==> src/rtl/pb_enc_pkg.sv <==
// Shared types and helpers for the protobuf varint field encoder.
// The PB_ZIGZAG_EN macro adds sint32/sint64 to the accepted type set.
package pb_enc_pkg;

  localparam int MAX_REC_BYTES    = 15;
  localparam int MAX_VARINT_BYTES = 10;

  typedef enum logic [4:0] {
    PB_INT64  = 5'd3,
    PB_UINT64 = 5'd4,
    PB_INT32  = 5'd5,
    PB_BOOL   = 5'd8,
    PB_UINT32 = 5'd13,
    PB_ENUM   = 5'd14,
    PB_SINT32 = 5'd17,
    PB_SINT64 = 5'd18
  } pb_type_e;

  typedef struct packed {
    logic [8*MAX_REC_BYTES-1:0] data;
    logic [3:0]                 len;
  } pb_rec_t;

  function automatic logic is_varint_type(input logic [4:0] code);
    case (code)
      PB_INT64, PB_UINT64, PB_INT32, PB_BOOL, PB_UINT32, PB_ENUM: return 1'b1;
`ifdef PB_ZIGZAG_EN
      PB_SINT32, PB_SINT64: return 1'b1;
`endif
      default: return 1'b0;
    endcase
  endfunction

endpackage

==> src/rtl/pb_varint_field_fifo_if.sv <==
// Field-in / record-out handshake bundle for pb_varint_field_fifo.
interface pb_varint_field_fifo_if #(
  parameter int DEPTH = 4,
  parameter int CNT_W = $clog2(DEPTH + 1)
);
  logic         in_valid;
  logic         in_ready;
  logic [28:0]  field_id;
  logic [4:0]   field_type;
  logic [63:0]  value;
  logic         out_valid;
  logic         out_ready;
  logic [119:0] out_data;
  logic [3:0]   out_len;
  logic [CNT_W-1:0] occupancy;
  logic         err;

  modport slave (
    input  in_valid, field_id, field_type, value, out_ready,
    output in_ready, out_valid, out_data, out_len, occupancy, err
  );

  modport master (
    output in_valid, field_id, field_type, value, out_ready,
    input  in_ready, out_valid, out_data, out_len, occupancy, err
  );
endinterface

==> src/rtl/pb_varint_enc.sv <==
// Combinational LEB128-style varint encoder: 7-bit groups LSB first,
// continuation bit on every byte but the last; unused bytes are zero.
module pb_varint_enc #(
  parameter  int IN_W = 64,
  localparam int NB   = (IN_W + 6) / 7
) (
  input  logic [IN_W-1:0] val_i,
  output logic [8*NB-1:0] bytes_o,
  output logic [3:0]      len_o
);
  localparam int PAD_W = 7 * NB;

  logic [PAD_W-1:0] pad_s;
  logic [3:0]       len_s;

  assign pad_s = PAD_W'(val_i);
  assign len_o = len_s;

  // Length is one plus the index of the highest non-empty 7-bit group.
  always_comb begin
    len_s = 4'd1;
    for (int i = 1; i < NB; i++) begin
      len_s = ((pad_s >> (7 * i)) != '0) ? 4'(i + 1) : len_s;
    end
  end

  // Emit groups below len_s; all others stay zero.
  always_comb begin
    bytes_o = '0;
    for (int i = 0; i < NB; i++) begin
      if (i < int'(len_s)) begin
        bytes_o[8*i +: 8] = {(i + 1 < int'(len_s)), pad_s[7*i +: 7]};
      end else begin
        bytes_o[8*i +: 8] = 8'h00;
      end
    end
  end
endmodule

==> src/rtl/pb_varint_field_fifo.sv <==
// Protobuf varint-field encoder: one S1 register stage feeding a DEPTH-entry
// record FIFO. Zigzag types 17/18 are accepted only when PB_ZIGZAG_EN is defined.
module pb_varint_field_fifo
  import pb_enc_pkg::*;
#(
  parameter int DEPTH = 4
) (
  input  logic clk,
  input  logic reset,
  pb_varint_field_fifo_if.slave bus
);
  localparam int CNT_W = $clog2(DEPTH + 1);
  localparam int PTR_W = $clog2(DEPTH);
  localparam int REC_W = 8 * MAX_REC_BYTES;
  localparam int VAL_W = 8 * MAX_VARINT_BYTES;

  logic             s1_valid_q, s1_valid_d;
  logic [28:0]      s1_id_q, s1_id_d;
  logic [4:0]       s1_type_q, s1_type_d;
  logic [63:0]      s1_val_q, s1_val_d;

  pb_rec_t          mem_q [DEPTH];
  logic [PTR_W-1:0] wr_ptr_q, wr_ptr_d;
  logic [PTR_W-1:0] rd_ptr_q, rd_ptr_d;
  logic [CNT_W-1:0] count_q, count_d;

  logic             s1_legal_s, push_s, pop_s, s1_done_s, accept_s, out_valid_s;
  logic [63:0]      norm_val_s;
  logic [39:0]      key_bytes_s;
  logic [3:0]       key_len_s;
  logic [VAL_W-1:0] val_bytes_s;
  logic [3:0]       val_len_s;
  pb_rec_t          rec_s;

  // An illegal field leaves S1 without needing buffer space.
  assign s1_legal_s  = is_varint_type(s1_type_q) && (s1_id_q != 29'd0);
  assign out_valid_s = (count_q != '0);
  assign pop_s       = out_valid_s && bus.out_ready;
  assign push_s      = s1_valid_q && s1_legal_s && ((count_q < CNT_W'(DEPTH)) || pop_s);
  assign s1_done_s   = push_s || (s1_valid_q && !s1_legal_s);
  assign accept_s    = bus.in_valid && bus.in_ready;

  assign bus.in_ready  = !s1_valid_q || s1_done_s;
  assign bus.err       = s1_valid_q && !s1_legal_s;
  assign bus.out_valid = out_valid_s;
  assign bus.out_data  = out_valid_s ? mem_q[rd_ptr_q].data : '0;
  assign bus.out_len   = out_valid_s ? mem_q[rd_ptr_q].len : 4'd0;
  assign bus.occupancy = count_q;

  // Map the raw value to the 64-bit integer the wire format carries.
  always_comb begin
    norm_val_s = s1_val_q;
    case (s1_type_q)
      PB_INT32, PB_ENUM: norm_val_s = {{32{s1_val_q[31]}}, s1_val_q[31:0]};
      PB_UINT32:         norm_val_s = {32'd0, s1_val_q[31:0]};
      PB_BOOL:           norm_val_s = {63'd0, s1_val_q[0]};
`ifdef PB_ZIGZAG_EN
      PB_SINT32:         norm_val_s = {32'd0, (s1_val_q[31:0] << 1) ^ {32{s1_val_q[31]}}};
      PB_SINT64:         norm_val_s = (s1_val_q << 1) ^ {64{s1_val_q[63]}};
`endif
      default:           norm_val_s = s1_val_q;
    endcase
  end

  pb_varint_enc #(.IN_W(32)) u_key_enc (
    .val_i   ({s1_id_q, 3'b000}),
    .bytes_o (key_bytes_s),
    .len_o   (key_len_s)
  );

  pb_varint_enc #(.IN_W(64)) u_val_enc (
    .val_i   (norm_val_s),
    .bytes_o (val_bytes_s),
    .len_o   (val_len_s)
  );

  // Value bytes start right after the key bytes.
  always_comb begin
    rec_s.data = REC_W'(key_bytes_s) | (REC_W'(val_bytes_s) << {key_len_s, 3'b000});
    rec_s.len  = key_len_s + val_len_s;
  end

  // S1 loads on handshake, otherwise drains once its field is written or rejected.
  always_comb begin
    s1_id_d   = s1_id_q;
    s1_type_d = s1_type_q;
    s1_val_d  = s1_val_q;
    if (accept_s) begin
      s1_valid_d = 1'b1;
      s1_id_d    = bus.field_id;
      s1_type_d  = bus.field_type;
      s1_val_d   = bus.value;
    end else if (s1_done_s) begin
      s1_valid_d = 1'b0;
    end else begin
      s1_valid_d = s1_valid_q;
    end
  end

  // Circular buffer pointers and occupancy.
  always_comb begin
    wr_ptr_d = push_s ? wr_ptr_q + PTR_W'(1) : wr_ptr_q;
    rd_ptr_d = pop_s  ? rd_ptr_q + PTR_W'(1) : rd_ptr_q;
    case ({push_s, pop_s})
      2'b10:   count_d = count_q + CNT_W'(1);
      2'b01:   count_d = count_q - CNT_W'(1);
      default: count_d = count_q;
    endcase
  end

  // Control state register with synchronous reset.
  always_ff @(posedge clk) begin
    if (reset) begin
      s1_valid_q <= 1'b0;
      s1_id_q    <= '0;
      s1_type_q  <= '0;
      s1_val_q   <= '0;
      wr_ptr_q   <= '0;
      rd_ptr_q   <= '0;
      count_q    <= '0;
    end else begin
      s1_valid_q <= s1_valid_d;
      s1_id_q    <= s1_id_d;
      s1_type_q  <= s1_type_d;
      s1_val_q   <= s1_val_d;
      wr_ptr_q   <= wr_ptr_d;
      rd_ptr_q   <= rd_ptr_d;
      count_q    <= count_d;
    end
  end

  // Record storage; stale entries are masked by out_valid.
  always_ff @(posedge clk) begin
    if (push_s) begin
      mem_q[wr_ptr_q] <= rec_s;
    end
  end
endmodule

==> src/flat_wrapper.sv <==
// flat-port wrapper written by rule: the top's interface ports become plain ports
module pb_varint_field_fifo_flat import pb_enc_pkg::*;
#(
  parameter int DEPTH = 4
)
  (clk, reset, bus_in_valid, bus_field_id, bus_field_type, bus_value, bus_out_ready, bus_in_ready, bus_out_valid, bus_out_data, bus_out_len, bus_occupancy, bus_err);
  pb_varint_field_fifo_if #(.DEPTH(DEPTH)) bus_i ();
  input  logic clk;
  input  logic reset;
  input wire logic [$bits(bus_i.in_valid)-1:0] bus_in_valid;
  input wire logic [$bits(bus_i.field_id)-1:0] bus_field_id;
  input wire logic [$bits(bus_i.field_type)-1:0] bus_field_type;
  input wire logic [$bits(bus_i.value)-1:0] bus_value;
  input wire logic [$bits(bus_i.out_ready)-1:0] bus_out_ready;
  output wire logic [$bits(bus_i.in_ready)-1:0] bus_in_ready;
  output wire logic [$bits(bus_i.out_valid)-1:0] bus_out_valid;
  output wire logic [$bits(bus_i.out_data)-1:0] bus_out_data;
  output wire logic [$bits(bus_i.out_len)-1:0] bus_out_len;
  output wire logic [$bits(bus_i.occupancy)-1:0] bus_occupancy;
  output wire logic [$bits(bus_i.err)-1:0] bus_err;
  assign bus_i.in_valid = bus_in_valid;
  assign bus_i.field_id = bus_field_id;
  assign bus_i.field_type = bus_field_type;
  assign bus_i.value = bus_value;
  assign bus_i.out_ready = bus_out_ready;
  assign bus_in_ready = bus_i.in_ready;
  assign bus_out_valid = bus_i.out_valid;
  assign bus_out_data = bus_i.out_data;
  assign bus_out_len = bus_i.out_len;
  assign bus_occupancy = bus_i.occupancy;
  assign bus_err = bus_i.err;
  pb_varint_field_fifo #(.DEPTH(DEPTH)) u_core (.clk(clk), .reset(reset), .bus(bus_i));
endmodule
==> config.mk <==
export PLATFORM = sky130hd
export DESIGN_NAME = pb_varint_field_fifo_flat
export DESIGN_NICKNAME = d
export VERILOG_FILES = /design/src/rtl/pb_enc_pkg.sv /design/src/rtl/pb_varint_field_fifo_if.sv /design/src/rtl/pb_varint_enc.sv /design/src/rtl/pb_varint_field_fifo.sv /design/src/flat_wrapper.sv
export SDC_FILE = /design/constraint.sdc
export NUM_CORES = 1
export LEC_CHECK = 0
export CAP_MARGIN = 5
export CORE_MARGIN = 1.5
export CORE_UTILIZATION = 40
export DETAILED_ROUTE_END_ITERATION = 8
export PLACE_DENSITY = 0.64
export SKIP_CTS_REPAIR_TIMING = 1
export SLEW_MARGIN = 30
export SYNTH_ARGS = -nofsm -noshare
export SYNTH_HDL_FRONTEND = slang
export SYNTH_SLANG_ARGS = --single-unit
==> constraint.sdc <==
create_clock -name clk -period 6.1 [get_ports clk]
set_input_delay 1.22 -clock clk [delete_from_list [all_inputs] [get_ports clk]]
set_output_delay 1.22 -clock clk [all_outputs]
set_load 0.005 [all_outputs]
### Yosys cells after proc, flatten, opt, wreduce, memory -nomap -nowiden

Memories as Yosys holds them, arrays and structs flattened. A register that Yosys moved wholly into a read port is not among the register bits.
Cells that the tools add are included.

* flip-flop bits (word level): 106
* latch bits: 0
* memory bits (writable): 496
* memory bits (read-only): 0
* input bits: 102
* output and inout bits: 130
* memories: 1

* add/subtract/negate cells: 5
* multiply operators: 0
* div/mod/pow operators: 0
* order comparisons: 18
* eq/ne operators: 8
* shift operators: 1
* mux-type cells: 39
* bitwise logic cells: 1
* reductions and logical operators: 29

Memories
* u_core.mem_q: words 4, width 124, read ports 1, clocked after Yosys merged registers in 1, write ports 1, RTL line pb_varint_field_fifo.sv:22 `pb_rec_t mem_q [DEPTH];`

Operators with widths (count)
* nonzero test 70 bit: 8
* case mux 64 bit (3 select lines): 1
* nonzero test 35 bit: 4
* two-way mux 120 bit: 1
* two-way mux 8 bit: 15
* OR 40 x 120 -> 120 bit: 1
* left shift 80 x 6 -> 120 bit: 1
* nonzero test 29 bit: 1
* two-way mux 3 bit: 6
* < comparator 3 x 4 -> 1 bit (first input constant): 4
* two-way mux 4 bit: 4
* equality test 5 x 4 -> 1 bit (second input constant): 3
* < comparator 4 bit (first input constant): 3
* two-way mux 2 bit: 6
* equality test 5 x 3 -> 1 bit (second input constant): 2
* < comparator 1 x 4 -> 1 bit (first input constant): 2
* < comparator 2 x 4 -> 1 bit (first input constant): 2
* logical AND 1 bit: 6
* < comparator 1 x 3 -> 1 bit (first input constant): 2
* < comparator 2 x 3 -> 1 bit (first input constant): 2
* < comparator 3 bit (first input constant): 2
* case mux 3 bit (2 select lines): 1
* OR reduction 6 bit: 1
* equality test 5 x 2 -> 1 bit (second input constant): 1
* 13 further kinds: 22

### Logic depth before layout (Yosys ltp)

* word-level depth: 17
* gate-level depth with buffers: 13
* depth with buffers taken out: 12

### Modules after synthesis

A second synthesis with hierarchy kept.

* cells, all modules: 2345
* area total of the unflattened synthesis: 29936.2 µm²

By module, submodules not included
* pb_varint_field_fifo: times used 1, cells an instance 2170, area each 29014.1 µm², sequential area each 17056.4 µm²
* pb_varint_enc (u_core.u_val_enc): times used 1, cells an instance 120, area each 633.1 µm², sequential area each 0.0 µm²
* pb_varint_enc (u_core.u_key_enc): times used 1, cells an instance 55, area each 289.0 µm², sequential area each 0.0 µm²

### Least setup slack after synthesis

No wires, ideal clock.

* path kind: in2reg
* start: input bus_out_ready
* end: memory u_core.mem_q[0][0] in the netlist's numbering (enable)
* library setup time: 498 ps
* arrival: 4366 ps
* required time: 5602 ps
* slack: 1236 ps
* stages on the path: 3
* buffers on the path: 0
* cell sequence: nand2b_1 and3_1 and2_1

* word-level cells in the longest chain between the ends: 5

RTL lines
* from (decl): RTL line flat_wrapper.sv:14 `input wire logic [$bits(bus_i.out_ready)-1:0] bus_out_ready;`
* logical AND 1 bit: RTL line pb_varint_field_fifo.sv:38 `assign pop_s = out_valid_s && bus.out_ready;`
* logical OR 1 bit: RTL line pb_varint_field_fifo.sv:39 `assign push_s = s1_valid_q && s1_legal_s && ((count_q < CNT_W'(DEPTH)) || pop_s);`
* logical AND 1 bit: RTL line pb_varint_field_fifo.sv:39
* two-way mux 1 bit: RTL line pb_varint_field_fifo.sv:134 `if (push_s) begin`
* two-way mux 1 bit (implied by the code): RTL line pb_varint_field_fifo.sv:135 `mem_q[wr_ptr_q] <= rec_s;`
* to (decl): RTL line pb_varint_field_fifo.sv:22

No other way between the ends.

==> qor.csv <==
metric;value;unit
outcome;finished, final reports clean;
fmax;222.0;MHz
drive_gt1_share;14.25;%
max_stage_delay;660;ps
synth_area_leaders;edfxtp_1 (58%), mux4_2 (11%), dfxtp_1 (8.4%), nand2_1 (3.8%), and2_1 (3.3%);
start_util;40.64;%
dp.cells;2803;
ant_nets;0;
hold_class;reg2reg;
final_cell_mix;edfxtp_1 (496), nand2_1 (260), clkdlybuf4s50_1 (230);
synth_top_area_cell;edfxtp_1;
grt.overflow.total;0;
grt_use_total;22.21;%
ys.warnings.count;0;
layout_min_cycle_time;4504;ps
ys_seq_area_share;66.30;%
numCtsBuffers;59;
dr.pass1.iters;6;
dieHeight;256.6;µm
clkLatencyLatePin;620;ps
grt_pass1_vias;16238;
synth_top_cell_area_share;57.89;%
drt_iter0_markers;1496;
cp.required;4880;ps
synthesis.area;25730;µm²
fin_setup_tns;0;ps
synth-edff-count;496;
final_cells;2916;
port_buffers;231;
h-tree-depth;2;
cp.arrival;3280;ps
timing.rr.end;u_core.mem_q[0][44]$_DFFE_PP_;
crit_path_max_fanout;28;
vias;16236;
finalMaxSlewViolations;0;
pin_count;232;
clock-sinks;604;
rsz0062_at_grt;false;
die_x;256.6;µm
r2r_cells;7;
areaGrowthSynthToFinish;20.72;%
synth_seq_cells;604;
final_common_cell;edfxtp_1;
fin_crit_sh;73.83;%
clkTransAtPathRegs;60;ps
place_congestion;0.9617;
slew_headroom;31.88;%
grt_antenna_before_repair;1;
die_area;65850;µm²
cts_tree;yes;
hold_start;u_core.s1_id_q[22]$_SDFFE_PP0P_;
vias_per_cell;5.568;
min_path_cells;2;
cts_buffer_depth;3;
insertedDiodeCount;0;
cp-start-kind;flop;
whs;491.3;ps
critical_path_class;reg2out;
worstMarginPinSlew;1022;ps
cellPowerDensity;310.5;nW/µm²
totalPowerFinal;0.009644;W
power.leakage;10.18;nW
grt_max_degree;108;
synth_async_sr_flop_share;0;%
setup_viol;0;
synth_flop_cell;edfxtp_1;
finalCoreUtilization;49.06;%
r2r-start;u_core.s1_id_q[14]$_SDFFE_PP0P_;
cpMaxStageDelayCell;dfxtp_4;
dp_hpwl;50350;µm
end_kind;output pin;
drt-total-wl;73290;µm
peakVddDrop;243.8;µV
root_buffer;clkbuf_16;
core_area;63310;µm²
hold_violations;0;
drc;0;
rows;92;
synthDistinctLibCells;80;
fin_worst_skew;13.65;ps
grt_pass1_wl;108500;µm
cp_cell_sequence;buf_16 -> buf_4 -> mux4_2 -> and2_1 -> clkdlybuf4s50_1;
drt-wirelength-per-cell;25.14;µm
synth_area_per_cell;14.37;µm²
drv_cap;0;
holdPathEnd;u_core.s1_id_q[22]$_SDFFE_PP0P_;
synthCells;1790;
fin_nets;2131;
worst-r2r-setup-slack;2010;ps
synth_stat cells (17+ instances only):
cell type	instances
a21oi_1	150
and2_1	135
buf_1	17
clkbuf_1	96
dfxtp_1	108
edfxtp_1	496
mux2i_1	20
mux4_2	124
nand2_1	260
nor2_1	60
nor3_1	22
o21ai_0	29
area by class of cell:
class / instances / area (µm²)
Clock buffer: 79 / 1602
Clock inverter: 33 / 349.1
Fill cell: 5474 / 32250
Inverter: 16 / 60.06
Multi-Input combinational cell: 1076 / 8275
Sequential cell: 604 / 17060
Tap cell: 846 / 1059
Timing Repair Buffer: 262 / 2650
through the flow:
step / instance area, µm² / worst slack [ps]
3_5_place_dp: 29080 / 2113
4_1_cts: 31030 / 1472
5_1_grt: 31060 / 1371
3_3_place_gp: 29030 / 1933
6_report: 31060 / 1596
2_1_floorplan: 25870 / 1236
sequential cells by signal, indices dropped and copies added, names as in the netlist, named ones only:
name                  count
u_core.s1_id_q           29
u_core.rd_ptr_q           2
u_core.bus.occupancy      3
u_core.s1_val_q          64
u_core.wr_ptr_q           2
u_core.s1_valid_q         1
u_core.mem_q            496
u_core.s1_type_q          5
power breakdown:
group / total, W / internal, W / switching (W)
Clock: 0.00363 / 0.00211 / 0.00152
Combinational: 0.00133 / 0.000580 / 0.000749
Sequential: 0.00469 / 0.00460 / 0.0000830
Total: 0.00964 / 0.00729 / 0.00236
worst max-delay path: cells and delay by family (launching register included):
kind	cells	cell delay, ps
and+or+nand+nor	1	170
muxes	1	570
DFF	1	660
buffers and inverters	3	1200
layer usage:
layer	wire, µm	GRT usage, %
met1	29960	29.46
met2	35860	36.88
met3	4799	3.717
met4	2668	7.876
met5	0	0
how the worst max path moves through the flow:
stage	from	endpoint	slack, ps	depth (start not counted)
finish	flop	bus_out_data[113]	1600	5
global route	flop	bus_out_data[113]	1370	5
CTS	flop	bus_out_len[2]	1470	5
detailed placement	u_core.s1_id_q[14]$_SDFFE_PP0P_	u_core.mem_q[3][44]$_DFFE_PP_	2110	7
global placement	flop	bus_out_len[2]	1930	4
floorplan	bus_out_ready	u_core.mem_q[0][0]$_DFFE_PP_	1240	3
cell families after synthesis:
logic type | Yosys count | share of synthesized area (%)
AOI/OAI and AO/OA | 322 | 8.365
muxes | 153 | 12.03
adders and majority gates | 10 | 0.5447
and+or+nand+nor | 543 | 10.11
xor gates and xnor gates | 8 | 0.2724
other | 1 | 0.01458
buffers and inverters | 149 | 2.368
DFF | 604 | 66.30
Power figures use the tool's default switching activity.
